===== src/rtl/lpc_pkg.sv =====
// Shared LPC constants and the autocorrelation FSM state type.
// The frame and order constants are common with the Levinson and inverse-filter blocks.
package lpc_pkg;

  localparam int LPC_N     = 240;
  localparam int LPC_P     = 10;
  localparam int LPC_DW    = 16;
  localparam int LPC_RW    = 32;
  localparam int LPC_SHIFT = 8;

  // Wide enough to hold N full-scale products without overflow.
  localparam int LPC_ACC_W = 2 * LPC_DW + $clog2(LPC_N);

  typedef enum logic [2:0] {
    IDLE,
    RUN_A,
    RUN_B,
    DRAIN,
    WRITE,
    DONE
  } ac_state_e;

endpackage


===== src/rtl/lpc_mac_sat.sv =====
// Signed multiply-accumulate with synchronous clear, followed by an
// arithmetic right shift and saturation to RW bits.
module lpc_mac_sat #(
  parameter int DW    = 16,
  parameter int RW    = 32,
  parameter int ACC_W = 40,
  parameter int SHIFT = 8
) (
  input  logic                 clk,
  input  logic                 reset,
  input  logic                 clr_i,
  input  logic                 en_i,
  input  logic signed [DW-1:0] a_i,
  input  logic signed [DW-1:0] b_i,
  output logic signed [RW-1:0] sat_o
);

  localparam logic signed [ACC_W-1:0] MAX_V = {{(ACC_W-RW+1){1'b0}}, {(RW-1){1'b1}}};
  localparam logic signed [ACC_W-1:0] MIN_V = {{(ACC_W-RW+1){1'b1}}, {(RW-1){1'b0}}};

  logic signed [ACC_W-1:0] acc_q, acc_d;
  logic signed [2*DW-1:0]  prod;
  logic signed [ACC_W-1:0] prod_ext;
  logic signed [ACC_W-1:0] shifted;

  // Multiply, accumulate, and clamp the shifted result to the output range.
  always_comb begin
    prod     = a_i * b_i;
    prod_ext = $signed({{(ACC_W-2*DW){prod[2*DW-1]}}, prod});
    acc_d    = acc_q;
    if (clr_i) begin
      acc_d = '0;
    end else if (en_i) begin
      acc_d = acc_q + prod_ext;
    end
    shifted = acc_q >>> SHIFT;
    if (shifted > MAX_V) begin
      sat_o = MAX_V[RW-1:0];
    end else if (shifted < MIN_V) begin
      sat_o = MIN_V[RW-1:0];
    end else begin
      sat_o = shifted[RW-1:0];
    end
  end

  // Accumulator register.
  always_ff @(posedge clk) begin
    if (reset) begin
      acc_q <= '0;
    end else begin
      acc_q <= acc_d;
    end
  end

endmodule


===== src/rtl/lpc_autocorrelation.sv =====
// Frame autocorrelation engine: reads N samples per lag from the shared
// sample memory and writes r[0..P] through one time-shared MAC.
// Each product takes a RUN_A/RUN_B pair: RUN_A fetches x[n], RUN_B fetches
// x[n-k] while latching x[n]; the product lands in the following RUN_A or DRAIN.
module lpc_autocorrelation
  import lpc_pkg::*;
#(
  parameter int N     = LPC_N,
  parameter int P     = LPC_P,
  parameter int DW    = LPC_DW,
  parameter int RW    = LPC_RW,
  parameter int SHIFT = LPC_SHIFT,
  parameter int AW    = $clog2(N)
) (
  input  logic                     clk,
  input  logic                     reset,
  input  logic                     start,
  output logic [AW-1:0]            x_raddr,
  input  logic signed [DW-1:0]     x_rdata,
  output logic                     r_wen,
  output logic [$clog2(P+1)-1:0]   r_waddr,
  output logic signed [RW-1:0]     r_wdata,
  output logic                     ready
);

  localparam int KW    = $clog2(P + 1);
  localparam int ACC_W = 2 * DW + $clog2(N);

  ac_state_e            state_q, state_d;
  logic [KW-1:0]        k_q, k_d;
  logic [AW-1:0]        n_q, n_d;
  logic signed [DW-1:0] xa_q, xa_d;
  logic                 pend_q, pend_d;
  logic                 mac_clr, mac_en;
  logic signed [RW-1:0] sat_w;

  lpc_mac_sat #(
    .DW   (DW),
    .RW   (RW),
    .ACC_W(ACC_W),
    .SHIFT(SHIFT)
  ) u_mac (
    .clk  (clk),
    .reset(reset),
    .clr_i(mac_clr),
    .en_i (mac_en),
    .a_i  (xa_q),
    .b_i  (x_rdata),
    .sat_o(sat_w)
  );

  // Next-state and output decode; outputs idle at zero outside their states.
  always_comb begin
    state_d = state_q;
    k_d     = k_q;
    n_d     = n_q;
    xa_d    = xa_q;
    pend_d  = pend_q;
    mac_clr = 1'b0;
    mac_en  = 1'b0;
    x_raddr = '0;
    r_wen   = 1'b0;
    r_waddr = '0;
    r_wdata = '0;
    ready   = 1'b0;
    case (state_q)
      IDLE, DONE: begin
        ready = (state_q == DONE);
        if (start) begin
          k_d     = '0;
          n_d     = '0;
          pend_d  = 1'b0;
          mac_clr = 1'b1;
          state_d = RUN_A;
        end
      end
      RUN_A: begin
        x_raddr = n_q;
        mac_en  = pend_q;
        state_d = RUN_B;
      end
      RUN_B: begin
        x_raddr = n_q - AW'(k_q);
        xa_d    = x_rdata;
        pend_d  = 1'b1;
        if (n_q == AW'(N - 1)) begin
          state_d = DRAIN;
        end else begin
          n_d     = n_q + AW'(1);
          state_d = RUN_A;
        end
      end
      DRAIN: begin
        mac_en  = 1'b1;
        state_d = WRITE;
      end
      WRITE: begin
        r_wen   = 1'b1;
        r_waddr = k_q;
        r_wdata = sat_w;
        mac_clr = 1'b1;
        pend_d  = 1'b0;
        if (k_q == KW'(P)) begin
          state_d = DONE;
        end else begin
          k_d     = k_q + KW'(1);
          n_d     = AW'(k_q) + AW'(1);
          state_d = RUN_A;
        end
      end
      default: state_d = IDLE;
    endcase
  end

  // State and datapath registers.
  always_ff @(posedge clk) begin
    if (reset) begin
      state_q <= IDLE;
      k_q     <= '0;
      n_q     <= '0;
      xa_q    <= '0;
      pend_q  <= 1'b0;
    end else begin
      state_q <= state_d;
      k_q     <= k_d;
      n_q     <= n_d;
      xa_q    <= xa_d;
      pend_q  <= pend_d;
    end
  end

endmodule


===== config.mk =====
export PLATFORM = sky130hd
export DESIGN_NAME = lpc_autocorrelation
export DESIGN_NICKNAME = d
export VERILOG_FILES = /design/src/rtl/lpc_pkg.sv /design/src/rtl/lpc_mac_sat.sv /design/src/rtl/lpc_autocorrelation.sv
export SDC_FILE = /design/constraint.sdc
export NUM_CORES = 1
export LEC_CHECK = 0
export ABC_AREA = 1
export BUFFER_PORTS_ARGS = -buffer_cell sky130_fd_sc_hd__buf_4
export CORE_ASPECT_RATIO = 0.8
export CORE_UTILIZATION = 40
export CTS_CLUSTER_DIAMETER = 150
export DETAILED_ROUTE_END_ITERATION = 16
export PLACE_DENSITY = 0.53
export SLEW_MARGIN = 10
export SYNTH_ARGS = -nofsm -noshare
export SYNTH_HDL_FRONTEND = slang
export SYNTH_SLANG_ARGS = --single-unit

===== constraint.sdc =====
create_clock -name clk -period 10.7 [get_ports clk]
set_input_delay 1.07 -clock clk [delete_from_list [all_inputs] [get_ports clk]]
set_output_delay 1.07 -clock clk [all_outputs]
set_load 0.05 [all_outputs]

# [Yosys cells after proc, flatten, opt, wreduce, memory -nomap -nowiden]
# Index checks and enable logic that the tools add are counted.
[classes] n_addsub=5 mul=1 magnitude_cmp=2 eq_ne=10 mux=23 n_reduce_logical=8
[op_table] op="32-bit 2-to-1 mux" n=3
[op_table] op="40-bit by 32-bit adder with 40-bit output" n=1
[op_table] op="32-bit greater-than comparator (second input constant)" n=1
[op_table] op="32-bit < comparator (second input constant)" n=1
[op_table] op="16-bit by 16-bit multiplier with 32-bit output" n=1
[op_table] op="8-bit 2-to-1 mux" n=3
[op_table] op="8-bit one-hot mux with 3 select lines" n=1
[op_table] op="8-bit one-hot mux with 2 select lines" n=1
[op_table] op="3-bit one-hot mux with 5 select lines" n=1
[op_table] op="4-bit 2-to-1 mux" n=3
[op_table] op="8-bit by 1-bit adder with 8-bit output (second input constant)" n=1
[op_table] op="8-bit == test (second input constant)" n=1
[op_table] op="4-bit one-hot mux with 2 select lines" n=1
[op_table] op="8-bit by 4-bit subtractor with 8-bit output" n=1
[op_table] op="3-bit by 2-bit == test with 1-bit output (second input constant)" n=2
[op_table] op="3-bit == test (second input constant)" n=2
[op_table] op="3-bit 2-to-1 mux" n=2
[op_table] op="2-bit != test (second input constant)" n=3
[op_table] op="4-bit by 1-bit adder with 5-bit output (second input constant)" n=1
[op_table] op="4-bit by 1-bit adder with 4-bit output (second input constant)" n=1
[op_table] op="4-bit == test (second input constant)" n=1
[op_table] op="1-bit 2-to-1 mux" n=4
[op_table] op="1-bit one-hot mux with 2 select lines" n=2
[op_table] op="4-bit AND reduction" n=1
[op_table] op="other kinds (9)" n=10
[word_totals] ff_bits=72 inputBits=19 output_inout_bits=46 wordCells=55

# [Longest topological paths before layout]
[logic_depth] word_depth=4 mapped_depth=30 ltp_nobuf=29

# [Cells and area by module]
# Synthesis repeated with hierarchy kept, for this count alone.
[hier_totals] cells_unflattened=2473 area_unflattened_um2=17443.0
[by_module_without_submodules] module="lpc_mac_sat" instances=1 cells_each=2114 area_per_inst_um2=15358.5 seq_area_each_um2=800.8
[by_module_without_submodules] module="lpc_autocorrelation" instances=1 cells_each=359 area_per_inst_um2=2084.5 seq_area_each_um2=640.6

# [Least setup slack after synthesis]
# Ideal clock, no wire load.
[synth_path] kind="input-to-reg" startpoint="input port x_rdata[10]" endpoint="register u_mac.acc_q[34]" arrival_time_ps=6628 setup_slack_ps=3964 stages=22 path_buffers=2 path_cell_list="clkbuf_1 clkbuf_1 nand2_1 fa_1 fa_1 fa_1 inv_1 fa_1 inv_1 fa_1 fa_1 inv_1 ha_1 a21oi_1 nand2_1 o21bai_1 a21oi_1 nand2_1 nand2_1 nand3_1 nand2_1 inv_1"
[synth_between] elab_chain_len=2
[synth_rtl] element="start, declared" line="lpc_autocorrelation.sv:19" rtl="input logic signed [DW-1:0] x_rdata,"
[synth_rtl] element="16-bit by 16-bit multiplier with 32-bit output" line="lpc_mac_sat.sv:28" rtl="prod = a_i * b_i;"
[synth_rtl] element="40-bit by 32-bit adder with 40-bit output" line="lpc_mac_sat.sv:34" rtl="acc_d = acc_q + prod_ext;"
[synth_rtl] element="end signal, assigned" line="lpc_mac_sat.sv:49" rtl="acc_q <= '0;"
[synth_rtl] element="end signal, assigned" line="lpc_mac_sat.sv:51" rtl="acc_q <= acc_d;"
[synth_rtl] element="end, declared" line="lpc_mac_sat.sv:21" rtl="logic signed [ACC_W-1:0] acc_q, acc_d;"
# Every way passes these cells.
# A chain may end at the register's enable or synchronous reset.

# [Worst setup path after layout]
[layout_path] startpoint="input port x_rdata[7]" endpoint="register u_mac.acc_q[34]"
# Same word-level chain as after synthesis.

==> flow_summary_export.csv <==
group,metric,value,unit
sta,finalCritPeriodShare,64.7,%
pwr,power.total,2.90,mW
pwr,ir_worst_vdd,0.125,mV
global_route,grt_pass1_wl,78500,microns
cells_and_area,utilization,43.4,%
critical_path,crit_slowest_cell,"fa_1",
min_path,whs_endpoint,"u_mac.acc_q[0]",
pwr,p_leak,10.7,nW
yosys,yosysTopAreaCell,"fa_1",
cts,cts_tree,"built",
floorplan,core_area,41800,sq um
critical_path,cp-start-kind,"input port",
cts,root_buffer,"clkbuf_16",
critical_path,max_stage_delay,690,ps
yosys,syn_area_per_cell,7.31,sq um
min_path,hold_depth,2,
critical_path,ff2ff_setup_slack,3850,ps
routing,dr.first_iter.drc_count,873,
sta,slew_viol_final,0,
routing,viasPerCell,4.73,
min_path,worstHoldPathType,"reg2reg",
yosys,syn_inst,2321,
global_route,overflow,0,
outcome,outcome,"finished with violations",
pwr,power_density,160,nW/um^2
critical_path,worstReg2RegStart,"xa_q[15]",
critical_path,r2r_end,"u_mac.acc_q[34]",
sta,worst_slack,3770,ps
place,io_buffer_count,64,
cts,clk_pin_slew,70,ps
cts,cts_resized,0,
flow_run,cap_violations,0,
routing,ant_nets,0,
routing,first_pass_iters,11,
yosys,synth_top_area_share,39.1,%
yosys,synthTopCellsByArea,"fa_1 39%, inv_1 15%, nand2_1 12%, ha_1 9.0%, dfxtp_1 8.5%",
cts,clock_sinks,72,
sta,period_minus_slack,6930,ps
floorplan,io_pins,65,
routing,drc,2,
place,gp_congestion,0.888,
global_route,grt_usage,24.0,%
critical_path,cp_cell_sequence,"buf_4 > nand2_1 > fa_1 > inv_1 > fa_1 > inv_1 > fa_1 > inv_1 > fa_1 > inv_1 > fa_1 > fa_1 > inv_1 > ha_1 > nand2_1 > nor2_1 > nand2_1 > nor2_1 > nand2_1 > nand3_1 > nand3_1 > nand2_1 > inv_1",
cells_and_area,postLayoutCellArea,18200,sq um
place,dpl_cell_area,17800,sq um
yosys,yosys_warnings,0,
yosys,async_flop_share,0,%
sta,relSlewSlack,25.3,%
sta,rsz0062_at_grt,"false",
place,dp_slack,3440,ps
floorplan,die_x,232,microns
sta,finalClockSkew,12.1,ps
sta,finalHoldViolCount,0,
sta,final.setup.tns,0,ps
floorplan,fp.dieH,186,microns
floorplan,rows,67,
yosys,yosysMostFrequentCell,"inv_1",
routing,wirelength,47800,microns
cells_and_area,nNetsFinal,2789,
yosys,synth-edff-count,0,
global_route,antenna_found_initial,0,
cells_and_area,syn2layout_area_growth,7.10,%
routing,wl_per_cell,16.6,microns
outcome,violations,"design-rule violations",
global_route,grt_max_degree,50,
min_path,holdCritStartpoint,"u_mac.acc_q[0]",
yosys,ys.flop_type,"dfxtp_1",
cells_and_area,layout-drive-gt1-share,5.21,%
cts,clock_latency,390,ps
yosys,netlist_area,17000,sq um
yosys,synthesis.nets,2793,
cells_and_area,antenna_cells,0,
cts,clockBufferDepth,2,
critical_path,crit_type,"in2reg",
sta,max_slew.worst_pin.slew,1120,ps
routing,via_count,13600,
cts,numCtsBuffers,9,
cts,htreeDepth,3,
sta,fmax,144,MHz
yosys,yosysSeqAreaShare,8.50,%
global_route,grt_pass1_vias,14000,
critical_path,end_kind,"flop",
yosys,ys_types,35,
yosys,synthTopCellsByCount,"695 x inv_1, 558 x nand2_1, 331 x fa_1",
place,dp_hpwl,40000,microns
critical_path,worst_r2r_path_depth,22,
cts,cts_hold_buf,0,
cts,cts_setup_buffers,0,
sta,finalSetupViolCount,0,
floorplan,start_util,40.5,%
floorplan,die-area,43200,sq um
yosys,synth-seq-cells,72,
critical_path,cp_max_fo,17,
critical_path,arrival,7230,ps
critical_path,cp.required,11000,ps
## through the flow
| step | cells | hold slack (ps) |
|---|---|---|
| 3_5_place_dp | 2858 | 463 |
| 3_3_place_gp | 2858 | 456 |
| 5_1_grt | 2874 | 488 |
| 2_1_floorplan | 2321 | 440 |
| 6_report | 2874 | 473 |
| 4_1_cts | 2874 | 474 |
## worst max-delay path: cells and delay by family
kind,cells,cell delay (ps)
simple gates,9,1170
buf+inv,7,920
fa+ha+maj,7,4040
## worst max-delay path by stage
stage	startpoint	end	slack, ps
final	x_rdata[7]	u_mac.acc_q[34]	3770
after CTS	x_rdata[7]	u_mac.acc_q[38]	3830
after detailed placement	x_rdata[7]	u_mac.acc_q[38]	3440
after global routing	x_rdata[7]	u_mac.acc_q[38]	3370
after global placement	x_rdata[7]	u_mac.acc_q[37]	3530
after floorplan	x_rdata[10]	u_mac.acc_q[34]	3960
## cell type report
cell class,count,area (sq um)
clock buffer,12,267
sequential,72,1440
tap,552,691
clock inverter,4,51.3
timing repair buffer,71,533
multi-input combinational,1462,12500
fill,4349,23700
inverter,701,2630
## cells in the final DEF (no fill, tap or decap), types with 2 or more instances in the layout
cell,instances
o22ai_1,8
nand2_1,558
nor3_1,10
or2_2,2
fa_1,331
clkbuf_16,9
o21ai_1,7
a31oi_1,2
buf_4,71
dfxtp_1,72
o21bai_1,10
nor2_2,3
o21ai_0,48
nand3_1,63
a21oi_1,67
xnor2_1,3
xor2_1,13
nor2_4,4
a21oi_2,14
nor2_1,171
nand4_1,8
clkbuf_8,3
inv_2,5
nand3b_1,3
ha_1,122
a211oi_1,6
nand3_2,2
inv_1,695
## registers in the layout (all words and copies together), names as in the netlist
register / count
pend_q: 1
n_q: 8
u_mac.acc_q: 40
xa_q: 16
k_q: 4
state_q: 3
## cells by family (layout without fill, tap and decap cells)
kind of cell / count (synthesis) / in the layout / share of synthesized area [%]
AND/OR/NAND/NOR: 827 / 827 / 19.4
buffers and inverters: 787 / 788 / 17.6
adder cells (fa/ha/maj): 453 / 453 / 48.1
AO/OA/AOI/OAI: 166 / 166 / 5.58
flip-flops: 72 / 72 / 8.50
XOR/XNOR: 16 / 16 / 0.826
## metal layers
metal	up-vias	wire [microns]	track usage (%)
met5	-	0	0
met4	0	674	5.18
met3	38	2190	2.99
met2	275	21000	37.1
met1	6675	24000	35.8
li1	6599	-	-
## power breakdown
part / internal, mW / leakage (nW) / switching, mW / total, mW
registers: 0.281 / 0.584 / 0.0346 / 0.315
clock network: 0.200 / 0.155 / 0.154 / 0.354
logic: 0.771 / 9.95 / 1.46 / 2.23
total: 1.25 / 10.7 / 1.65 / 2.90
(Power assumes the default switching activity.)
